<file path="src/rtl/uart_matrix_pkg.sv">
// uart_matrix_pkg: shared receiver constants and state encoding for the UART crossbar
package uart_matrix_pkg;
  localparam int DATA_BITS = 8;
  localparam int CNT_W = $clog2(DATA_BITS);
  typedef enum logic [1:0] {RX_IDLE, RX_DATA, RX_STOP, RX_WAIT} rx_state_t;
endpackage

</file>
<file path="src/rtl/uart_rx_1x.sv">
// uart_rx_1x: one-sample-per-bit 8N1 receiver with a one-cycle byte-valid strobe
module uart_rx_1x
  import uart_matrix_pkg::*;
(
  input  logic                 clk,
  input  logic                 rst,
  input  logic                 i_rx,
  output logic [DATA_BITS-1:0] o_byte,
  output logic                 o_valid
);
  rx_state_t            r_state;
  logic [CNT_W-1:0]     r_cnt;
  logic [DATA_BITS-1:0] r_sh;
  // frame FSM: start bit, LSB-first data shift, stop check, wait-for-idle after framing error
  always_ff @(posedge clk or posedge rst)
    if (rst) begin
      r_state <= RX_IDLE;
      r_cnt   <= '0;
      r_sh    <= '0;
      o_valid <= 1'b0;
    end else begin
      o_valid <= 1'b0;
      case (r_state)
        RX_IDLE: if (!i_rx) begin
          r_state <= RX_DATA;
          r_cnt   <= '0;
        end
        RX_DATA: begin
          r_sh  <= {i_rx, r_sh[DATA_BITS-1:1]};
          r_cnt <= r_cnt + CNT_W'(1);
          if (r_cnt == CNT_W'(DATA_BITS-1)) r_state <= RX_STOP;
        end
        RX_STOP: begin
          o_valid <= i_rx;
          r_state <= i_rx ? RX_IDLE : RX_WAIT;
        end
        default: if (i_rx) r_state <= RX_IDLE;
      endcase
    end
  // the shift register is untouched until the next frame's first data bit, so it is stable while o_valid is high
  assign o_byte = r_sh;
endmodule

</file>
<file path="src/rtl/uart_matrix.sv">
// uart_matrix: RX_N-channel UART receive crossbar dispatching bytes onto one bus with LUT-routed strobe masks
module uart_matrix
  import uart_matrix_pkg::*;
#(
  parameter int RX_N = 2,
  parameter int TX_N = 3
) (
  input  logic                 clk,
  input  logic                 rst,
  input  logic [RX_N-1:0]      rx,
  input  logic [TX_N-1:0]      lut_data,
  input  logic [RX_N-1:0]      lut_addr,
  input  logic                 lut_cke,
  output logic [DATA_BITS-1:0] tx,
  output logic [TX_N-1:0]      tx_cke
);
  logic [DATA_BITS-1:0] w_rx_byte [RX_N];
  logic [RX_N-1:0]      w_valid;
  logic [DATA_BITS-1:0] w_byte [RX_N];
  logic [RX_N-1:0]      w_pend;
  logic [RX_N-1:0]      w_gnt;
  logic                 w_any;
  logic [DATA_BITS-1:0] w_sel_byte;
  logic [TX_N-1:0]      w_sel_mask;
  logic [TX_N-1:0]      r_lut [RX_N];
  logic [DATA_BITS-1:0] r_hold [RX_N];
  logic [RX_N-1:0]      r_pend;

  for (genvar g = 0; g < RX_N; g++) begin : g_rx
    uart_rx_1x u_rx (
      .clk     (clk),
      .rst     (rst),
      .i_rx    (rx[g]),
      .o_byte  (w_rx_byte[g]),
      .o_valid (w_valid[g])
    );
  end

  // a freshly received byte competes in its valid cycle, so an uncontested byte leaves on the very next edge
  always_comb begin
    w_pend = r_pend | w_valid;
    for (int k = 0; k < RX_N; k++) w_byte[k] = w_valid[k] ? w_rx_byte[k] : r_hold[k];
  end

  // fixed-priority arbiter: lowest pending channel wins, its byte and current LUT mask are selected
  always_comb begin
    w_gnt      = '0;
    w_any      = 1'b0;
    w_sel_byte = '0;
    w_sel_mask = '0;
    for (int k = 0; k < RX_N; k++)
      if (w_pend[k] && !w_any) begin
        w_any      = 1'b1;
        w_gnt[k]   = 1'b1;
        w_sel_byte = w_byte[k];
        w_sel_mask = r_lut[k];
      end
  end

  // LUT writes, holding registers, pending flags and registered dispatch outputs
  always_ff @(posedge clk or posedge rst)
    if (rst) begin
      for (int k = 0; k < RX_N; k++) begin
        r_lut[k]  <= '0;
        r_hold[k] <= '0;
      end
      r_pend <= '0;
      tx     <= '0;
      tx_cke <= '0;
    end else begin
      for (int k = 0; k < RX_N; k++) begin
        if (lut_cke && lut_addr == RX_N'(k)) r_lut[k] <= lut_data;
        if (w_valid[k]) r_hold[k] <= w_rx_byte[k];
      end
      r_pend <= w_pend & ~w_gnt;
      tx_cke <= w_any ? w_sel_mask : '0;
      tx     <= (w_any && |w_sel_mask) ? w_sel_byte : tx;
    end
endmodule

</file>
<file path="config.mk">
export PLATFORM = sky130hd
export DESIGN_NAME = uart_matrix
export DESIGN_NICKNAME = d
export VERILOG_FILES = /design/src/rtl/uart_matrix_pkg.sv /design/src/rtl/uart_rx_1x.sv /design/src/rtl/uart_matrix.sv
export SDC_FILE = /design/constraint.sdc
export NUM_CORES = 1
export LEC_CHECK = 0
export BUFFER_PORTS_ARGS = -buffer_cell sky130_fd_sc_hd__clkbuf_2
export CORE_ASPECT_RATIO = 0.7
export CORE_MARGIN = 3
export CORE_UTILIZATION = 35
export CTS_CLUSTER_DIAMETER = 100
export CTS_CLUSTER_SIZE = 24
export DETAILED_ROUTE_END_ITERATION = 7
export GPL_ROUTABILITY_DRIVEN = 0
export GPL_TIMING_DRIVEN = 0
export PLACE_DENSITY_LB_ADDON = 0.2
export REMOVE_ABC_BUFFERS = 1
export SETUP_SLACK_MARGIN = 0.05
export SKIP_CTS_REPAIR_TIMING = 1
export SYNTH_ARGS = -nofsm -noshare
export SYNTH_HDL_FRONTEND = slang
export SYNTH_SLANG_ARGS = --single-unit
</file>
<file path="constraint.sdc">
create_clock -name clk -period 3.2 [get_ports clk]
set_input_delay 0.32 -clock clk [delete_from_list [all_inputs] [get_ports clk]]
set_output_delay 0.32 -clock clk [all_outputs]
set_load 0.05 [all_outputs]
</file>
==> results.py, run 1 <==
metrics = {
    "floorplan": {
        "initial_core_util_pct": 37.8,
        "core_area_um2": 6550,
        "rows": 24,
        "dieArea_um2": 8130,
        "die_y_um": 76.4,
        "die_x_um": 107,
        "io_pins": 21,
    },
    "synth": {
        "ys_types": 29,
        "synth_xor_area_share_pct": 0,
        "seq_area_frac_synth_pct": 54.6,
        "synth_top_family_by_area": "multiplexers",
        "synth.avg_cell_area_um2": 12.9,
        "syn_inst": 192,
        "yosys.area_share.adder_pct": 6.07,
        "synth_simple_gate_area_share_pct": 5.56,
        "ys_ff_latch": 54,
        "synth_mux_area_share_pct": 19.8,
        "synth_warnings": 0,
        "syn-cell-area_um2": 2470,
        "synth_compound_area_share_pct": 10.5,
    },
    "timing": {
        "slew_headroom_pct": 53.4,
        "clock_skew_ps": 4.70,
        "setup-tns-final_ps": 0,
        "drv_slew": 0,
        "tightest_slew_ps": 699,
        "finalHoldViolCount": 0,
        "fmax_ghz": 0.462,
        "finalCritPeriodShare_pct": 67.7,
        "setup_viol": 0,
        "fin_crit_ps": 2170,
        "rsz0062_at_grt": "false",
    },
    "routing": {
        "drc": 0,
        "dr_total_vias": 1396,
        "firstDrtPassIters": 4,
        "wirelength_um": 4060,
        "via_per_inst": 4.61,
        "drt_iter0_drc": 68,
        "wl_per_cell_um": 13.4,
        "ant_nets": 0,
    },
    "cells_and_area": {
        "nets": 233,
        "final_core_util_pct": 42.2,
        "final_common_cell": "dfrtp_1",
        "final_cell_mix": "dfrtp_1 (54), mux2_2 (31), clkbuf_2 (20)",
        "syn2layout_area_growth_pct": 11.6,
        "drive_gt1_share_pct": 34.4,
        "antenna_cells": 0,
    },
    "critical_path": {
        "arrival_ps": 2360,
        "rrSetupSlack_ps": 1040,
        "timing.rr.start": "g_rx[1].u_rx.o_valid",
        "end_kind": "register",
        "cp-start-kind": "register",
        "required_ps": 3400,
        "ff2ff_path_depth": 4,
        "worst-setup-path-type": "reg -> reg",
        "worst_path_max_delay_cell": "dfrtp_1",
        "crit_chain": "o21ai_0 > o21ai_1 > or3_1 > mux2_4",
        "path_max_fanout": 21,
        "max_stage_delay_ps": 650,
        "r2r-end": "tx[1]",
    },
    "min_path": {
        "hold_class": "in -> async",
    },
    "place": {
        "port_buffers": 20,
        "hpwl_um": 2890,
    },
    "global_routing": {
        "busiest_layer": "met1",
        "antenna_found_initial": 0,
        "grt_pass1_wl_um": 6870,
        "grt_pass1_vias": 1368,
        "grt_max_degree": 34,
        "use_met1_pct": 17.0,
        "track_usage_pct": 10.5,
        "grt_remaining_overflow": 0,
        "met3_usage_pct": 3.13,
        "grt_util_met2_pct": 13.1,
    },
    "clocking": {
        "cts_root_buffer": "clkbuf_8",
        "clk_latency_ps": 300,
        "cts.sinks": 54,
        "cts_made_buffers": 5,
        "clock_path_buffers": 2,
        "htreeDepth": 2,
        "tritoncts": "done",
        "clk_pin_slew_ps": 90,
    },
    "pwr": {
        "leakage_uw": 0.00127,
        "power_density_nw_per_um2": 973,
        "peakVddDrop_v": 0.000433,
    },
    "flow_run": {
        "cap_violations": 0,
    },
    "outcome": {
        "status": "complete, no violations",
    },
}
## critical path, delay by kind of cell (launching register included)
family	cells	cell delay, ps
flip-flops	1	650
AND/OR/NAND/NOR	1	640
AO/OA/AOI/OAI	2	380
multiplexers	1	380
## stage by stage
stage,power (uW),instance area (um^2),setup slack (ps),hold slack (ps),cells
floorplan,2010,2420,1310,449,183
global placement,2230,2630,799,480,294
CTS,2720,2760,1000,25.3,303
global route,2890,2760,854,41.3,303
detailed placement,2260,2650,1030,365,295
finish,2690,2760,1040,12.8,303
## state kept, by name, summed over array words and instances, names as in the netlist
signal and count:
r_hold 8, g_rx.u_rx.r_state 4, tx 8, tx_cke 3
r_pend 1, r_lut 6, g_rx.u_rx.o_byte 16, g_rx.u_rx.o_valid 2
g_rx.u_rx.r_cnt 6
## power breakdown
| group | internal (uW) | switching, uW | total [uW] | leakage [uW] |
|---|---|---|---|---|
| combinational | 506 | 556 | 1060 | 0.000534 |
| sequential | 960 | 217 | 1180 | 0.000680 |
| clock | 231 | 218 | 448 | 0.0000579 |
## final cells by class
cell class | count | area, um^2
fill | 642 | 3780
sequential | 54 | 1350
multi-input combinational | 121 | 1040
timing repair buffer | 21 | 120
tap | 91 | 114
clock buffer | 5 | 68.8
clock inverter | 3 | 40.0
inverter | 8 | 30.0
## cells by family (layout without fill, tap and decap cells)
group | count (synthesis) | count (layout)
buf+inv | 17 | 37
mux | 41 | 41
flops | 54 | 54
compound gates | 38 | 38
simple gates | 30 | 30
fa+ha+maj | 12 | 12
## worst max-delay path by stage
stage                                     from  endpoint  cells past startpoint  slack (ps)
final                     g_rx[1].u_rx.o_valid     tx[1]                      4        1040
after global routing      g_rx[1].u_rx.o_valid     tx[2]                      4         850
after CTS                 g_rx[1].u_rx.o_valid     tx[2]                      4        1000
after detailed placement  g_rx[1].u_rx.o_valid     tx[4]                      4        1030
after global placement                     rst     tx[0]                      2         800
after floorplan           g_rx[1].u_rx.o_valid     tx[0]                      4        1310
## synthesized netlist by cell type
library cell,count,share of area [%]
dfrtp_1,54,55
o21bai_1,1,0.30
nor3_1,2,0.40
o21ai_2,2,0.71
clkbuf_1,4,0.61
nand2_1,18,2.7
nor2_1,2,0.30
nor2b_1,2,0.51
a221oi_2,1,0.61
mux2i_1,2,0.81
a221oi_1,1,0.35
nor3b_1,1,0.30
a22oi_1,8,2.4
a21oi_1,3,0.61
inv_1,8,1.2
and3_1,1,0.25
ha_1,12,6.1
o21a_1,1,0.30
buf_6,3,1.4
mux2_2,31,14
nand3b_1,1,0.30
o21ai_0,13,2.6
and2_1,2,0.51
o21ai_1,3,0.61
or3_1,1,0.25
mux2_4,8,4.9
a32o_1,4,1.6
a31o_2,1,0.35
buf_1,2,0.30
## layer usage
layer	part of all wire (%)	wire length, um	vias to the layer above
met3	4.3	173	7
met5	0	0	-
met2	37	1510	22
met1	57	2330	647
li1	-	-	720
met4	1.0	42	0
No activity file was read; power rests on OpenSTA's default activity.
==> run 2: changes to the inputs <==
==> constraint.sdc (replaced) <==
create_clock -name clk -period 2.2 [get_ports clk]
set_input_delay 0.22 -clock clk [delete_from_list [all_inputs] [get_ports clk]]
set_output_delay 0.22 -clock clk [all_outputs]
set_load 0.05 [all_outputs]
==> run 2 against run 1 <==
Against the previous run: clock power increased by 46%; critical path type unchanged; routed wire length increased by 0.35%; hold slack improved by 150 ps.
==> results.py, run 2 (synthesis results as in run 1) <==
metrics = {
    "place": {
        "placed_area_um2": 2650,
        "hpwl_um": 2890,
        "port_buffers": 20,
        "dp_slack_ps": 29.3,
    },
    "cells_and_area": {
        "final_cell_mix": "dfrtp_1 (52), mux2_2 (31), clkbuf_2 (20)",
        "largest_reg_flops": 16,
        "drive_gt1_share_pct": 35.7,
        "multi_input_area_um2": 1040,
        "final_cell_area_um2": 2780,
        "final_core_util_pct": 42.5,
        "fillers": 637,
        "final_common_cell": "dfrtp_1",
        "syn2layout_area_growth_pct": 12.3,
        "nets": 234,
        "antenna_cells": 0,
        "final-seq-area_um2": 1350,
    },
    "routing": {
        "drt_iter0_drc": 57,
        "wirelength_um": 4070,
        "wl_per_cell_um": 13.4,
        "dr_total_vias": 1399,
        "drc": 0,
        "firstDrtPassIters": 4,
        "ant_nets": 0,
        "via_per_inst": 4.60,
    },
    "pwr": {
        "leakage_uw": 0.00127,
        "peakVddDrop_v": 0.000628,
        "totalPowerFinal_uw": 3920,
        "power_density_nw_per_um2": 1410,
    },
    "global_routing": {
        "grt_remaining_overflow": 0,
        "grt_max_degree": 34,
        "grt_pass1_wl_um": 6870,
        "grt_pass1_vias": 1368,
        "antenna_found_initial": 0,
        "track_usage_pct": 10.5,
    },
    "timing": {
        "finalHoldViolCount": 0,
        "timing.final.ws_setup_ps": 225,
        "setup-tns-final_ps": 0,
        "drv_slew": 0,
        "setup_viol": 0,
        "finalCritPeriodShare_pct": 89.8,
        "fmax_ghz": 0.506,
        "rsz0062_at_grt": "false",
        "slew_headroom_pct": 56.8,
        "tightest_slew_ps": 647,
        "clock_skew_ps": 5.46,
        "fin_crit_ps": 1970,
    },
    "clocking": {
        "cts_made_buffers": 5,
        "cts_root_buffer": "clkbuf_8",
        "htreeDepth": 2,
        "clk_pin_slew_ps": 90,
        "clock_path_buffers": 2,
        "tritoncts": "done",
        "clk_latency_ps": 300,
        "cts.sinks": 54,
    },
    "critical_path": {
        "arrival_ps": 2170,
        "required_ps": 2400,
        "worst-setup-path-type": "reg -> reg",
        "end_kind": "register",
        "cp-start-kind": "register",
        "path_max_fanout": 13,
    },
    "floorplan": {
        "initial_core_util_pct": 37.8,
        "rows": 24,
        "die_y_um": 76.4,
        "io_pins": 21,
        "dieArea_um2": 8130,
        "core_area_um2": 6550,
        "die_x_um": 107,
    },
    "outcome": {
        "status": "complete, no violations",
    },
    "flow_run": {
        "cap_violations": 0,
    },
    "min_path": {
        "hold_class": "in -> reg",
    },
}
## run 2: path summary, 6_finish.rpt
kind / start / end / slack (ps) / depth (start not counted)
setup / recovery: g_rx[1].u_rx.r_state[1] / g_rx[1].u_rx.r_state[0] / 230 / 4
hold / removal: lut_data[2] / r_lut[5] / 170 / 2
setup reg to reg: g_rx[1].u_rx.r_state[1] / g_rx[1].u_rx.r_state[0] / 230 / 4
hold reg to reg: g_rx[0].u_rx.r_cnt[0] / g_rx[0].u_rx.r_cnt[0] / 500 / 1
max in group asynchronous: rst / g_rx[1].u_rx.o_valid / 1190 / 4
min in group asynchronous: rst / tx[7] / 470 / 3
## run 2: cell type report
type / instances / share of cell area, %
Inverter: 8 / 1.08
Sequential cell: 54 / 48.7
Clock buffer: 5 / 2.48
Multi-Input combinational cell: 121 / 37.5
Tap cell: 91 / 4.10
Timing Repair Buffer: 22 / 4.68
Clock inverter: 3 / 1.44
## run 2: worst max-delay path: stages (launching register included)
cell	delay (ps)
dfrtp_1	410
inv_1	100
ha_1	380
a221oi_1	590
mux2_2	390
## run 2: report_power, final
part	leakage (uW)	internal (uW)	switching [uW]
logic	0.000537	745	810
clock network	0.0000579	335	317
registers	0.000677	1400	315
## run 2: layer usage
layer  vias to the layer above  routed length (um)  track usage, %
met1                       645                2310            17.0
li1                        721                   -               -
met5                         -                   0               0
met4                         0                  53            3.07
met3                         8                 205            3.13
met2                        25                1500            13.1
## run 2: stage by stage
| step | hold WS (ps) | std cells |
|---|---|---|
| floorplan | 349 | 183 |
| global placement | 480 | 294 |
| detailed placement | 265 | 295 |
| CTS | -74.7 | 303 |
| global route | 152 | 304 |
| finish | 167 | 304 |
==> run 3: changes to the inputs <==
--- a/config.mk
+++ b/config.mk
@@ -5,7 +5,7 @@
 export SDC_FILE = /design/constraint.sdc
 export NUM_CORES = 1
 export LEC_CHECK = 0
-export BUFFER_PORTS_ARGS = -buffer_cell sky130_fd_sc_hd__clkbuf_2
+export BUFFER_PORTS_ARGS = -buffer_cell sky130_fd_sc_hd__buf_2
 export CORE_ASPECT_RATIO = 0.7
 export CORE_MARGIN = 3
 export CORE_UTILIZATION = 35
@@ -21,3 +21,4 @@
 export SYNTH_ARGS = -nofsm -noshare
 export SYNTH_HDL_FRONTEND = slang
 export SYNTH_SLANG_ARGS = --single-unit
+export TNS_END_PERCENT = 1
==> run 3 against run 2 <==
Against the previous run: utilization rose by 0.076 points; non-clock buffer count is the same; hold slack worse by 3.9 ps; clock power is 2% higher; via count rose by 3.3%; critical path depth is the same; routed wire length grew 0.66%; sequential share of layout area down 0.087 points; sequential cell count is the same; total power barely moved.
==> results.py, run 3 (synthesis results as in run 1) <==
metrics = {
    "outcome": {
        "status": "complete, no violations",
    },
    "clocking": {
        "clk_latency_ps": 300,
        "cts_root_buffer": "clkbuf_8",
        "cts_made_buffers": 5,
        "tritoncts": "done",
        "clk_pin_slew_ps": 100,
        "cts.sinks": 54,
        "htreeDepth": 2,
        "clock_path_buffers": 2,
    },
    "cells_and_area": {
        "drive_gt1_share_pct": 35.7,
        "final-instance-count-excl-fill": 304,
        "nets": 234,
        "final-seq-area_um2": 1350,
        "final_cell_mix": "dfrtp_1 (52), mux2_2 (31), buf_2 (20)",
        "final_core_util_pct": 42.5,
        "syn2layout_area_growth_pct": 12.5,
        "largest_reg_flops": 16,
        "multi_input_area_um2": 1040,
        "fillers": 616,
        "antenna_cells": 0,
        "final_common_cell": "dfrtp_1",
    },
    "routing": {
        "firstDrtPassIters": 4,
        "drc": 0,
        "dr_total_vias": 1445,
        "wirelength_um": 4100,
        "drt_iter0_drc": 57,
        "via_per_inst": 4.75,
        "ant_nets": 0,
        "wl_per_cell_um": 13.5,
    },
    "global_routing": {
        "busiest_layer": "met1",
        "grt_remaining_overflow": 0,
        "grt_pass1_vias": 1443,
        "grt_util_met2_pct": 14.2,
        "grt_max_degree": 36,
        "antenna_found_initial": 0,
        "track_usage_pct": 10.7,
        "use_met1_pct": 16.3,
        "met3_usage_pct": 3.22,
        "grt_pass1_wl_um": 6970,
    },
    "floorplan": {
        "die_y_um": 76.4,
        "die_x_um": 107,
        "dieArea_um2": 8130,
        "rows": 24,
        "initial_core_util_pct": 37.8,
        "core_area_um2": 6550,
        "io_pins": 21,
    },
    "pwr": {
        "power.internal_uw": 2480,
        "seqPwrFrac_pct": 43.7,
        "power_density_nw_per_um2": 1410,
        "totalPowerFinal_uw": 3930,
        "power_frac_comb_pct": 39.4,
        "leakage_uw": 0.00127,
        "power.switching_uw": 1440,
        "peakVddDrop_v": 0.000682,
        "p_clk_share_pct": 16.9,
        "swShare_pct": 36.8,
    },
    "timing": {
        "finalHoldViolCount": 0,
        "drv_slew": 0,
        "setup_viol": 0,
        "setup-tns-final_ps": 0,
        "rsz0062_at_grt": "false",
        "slew_headroom_pct": 58.5,
        "tightest_slew_ps": 622,
        "fin_crit_ps": 1900,
        "clock_skew_ps": 5.54,
        "fmax_ghz": 0.527,
        "finalCritPeriodShare_pct": 86.2,
    },
    "critical_path": {
        "crit_chain": "inv_1 > ha_1 > a221oi_1 > mux2_2",
        "critical_path.top_delay_family": "compound AO/OA/AOI/OAI gates",
        "required_ps": 2390,
        "worst_path_max_delay_cell": "a221oi_1",
        "end_kind": "register",
        "path_buf_inv": 1,
        "arrival_ps": 2090,
        "worst-setup-path-type": "reg -> reg",
        "path_max_fanout": 13,
        "max_stage_delay_ps": 520,
        "cp-start-kind": "register",
    },
    "place": {
        "dp.cells": 295,
        "port_buffers": 20,
        "hpwl_um": 2840,
    },
    "min_path": {
        "hold_class": "in -> reg",
    },
    "flow_run": {
        "cap_violations": 0,
    },
}
==> run 3: power by group through the flow <==
stage                     Clock, uW  Sequential (uW)  Combinational (uW)
after floorplan                   0             1880                1050
after global placement            0             1730                1530
after detailed placement          0             1740                1540
after CTS                       691             1710                1550
after global routing            745             1790                1700
final                           663             1720                1550
==> run 3: cell type report <==
type	count	share of cell area [%]
Clock buffer	5	2.47
Timing Repair Buffer	22	4.67
Sequential cell	54	48.6
Clock inverter	3	1.62
Inverter	8	1.08
Tap cell	91	4.09
Multi-Input combinational cell	121	37.4
==> run 3: path summary, 6_finish.rpt <==
path	start	to	slack [ps]	cells past startpoint
worst max-delay path	g_rx[1].u_rx.r_state[1]	g_rx[1].u_rx.r_state[0]	300	4
worst min-delay path	lut_data[2]	r_lut[5]	160	2
worst max register to register	g_rx[1].u_rx.r_state[1]	g_rx[1].u_rx.r_state[0]	300	4
worst min register to register	g_rx[0].u_rx.r_cnt[1]	g_rx[0].u_rx.r_cnt[1]	500	1
max in group asynchronous	rst	g_rx[1].u_rx.o_valid	1200	4
min in group asynchronous	rst	g_rx[1].u_rx.r_state[0]	460	3
==> run 3: per-stage QoR <==
step                      setup WS [ps]  cell area [um^2]  hold slack [ps]
after floorplan                     307              2420              349
after global placement             -111              2630              477
after detailed placement           34.1              2650              262
after CTS                          12.4              2770            -82.4
after global routing                183              2780              145
final                               303              2780              163
==> run 3: layer usage <==
metal  wire length [um]  up-vias
li1                   -      721
met1               2290      694
met2               1590       25
met3                177        5
met4                 44        0
met5                  0        -
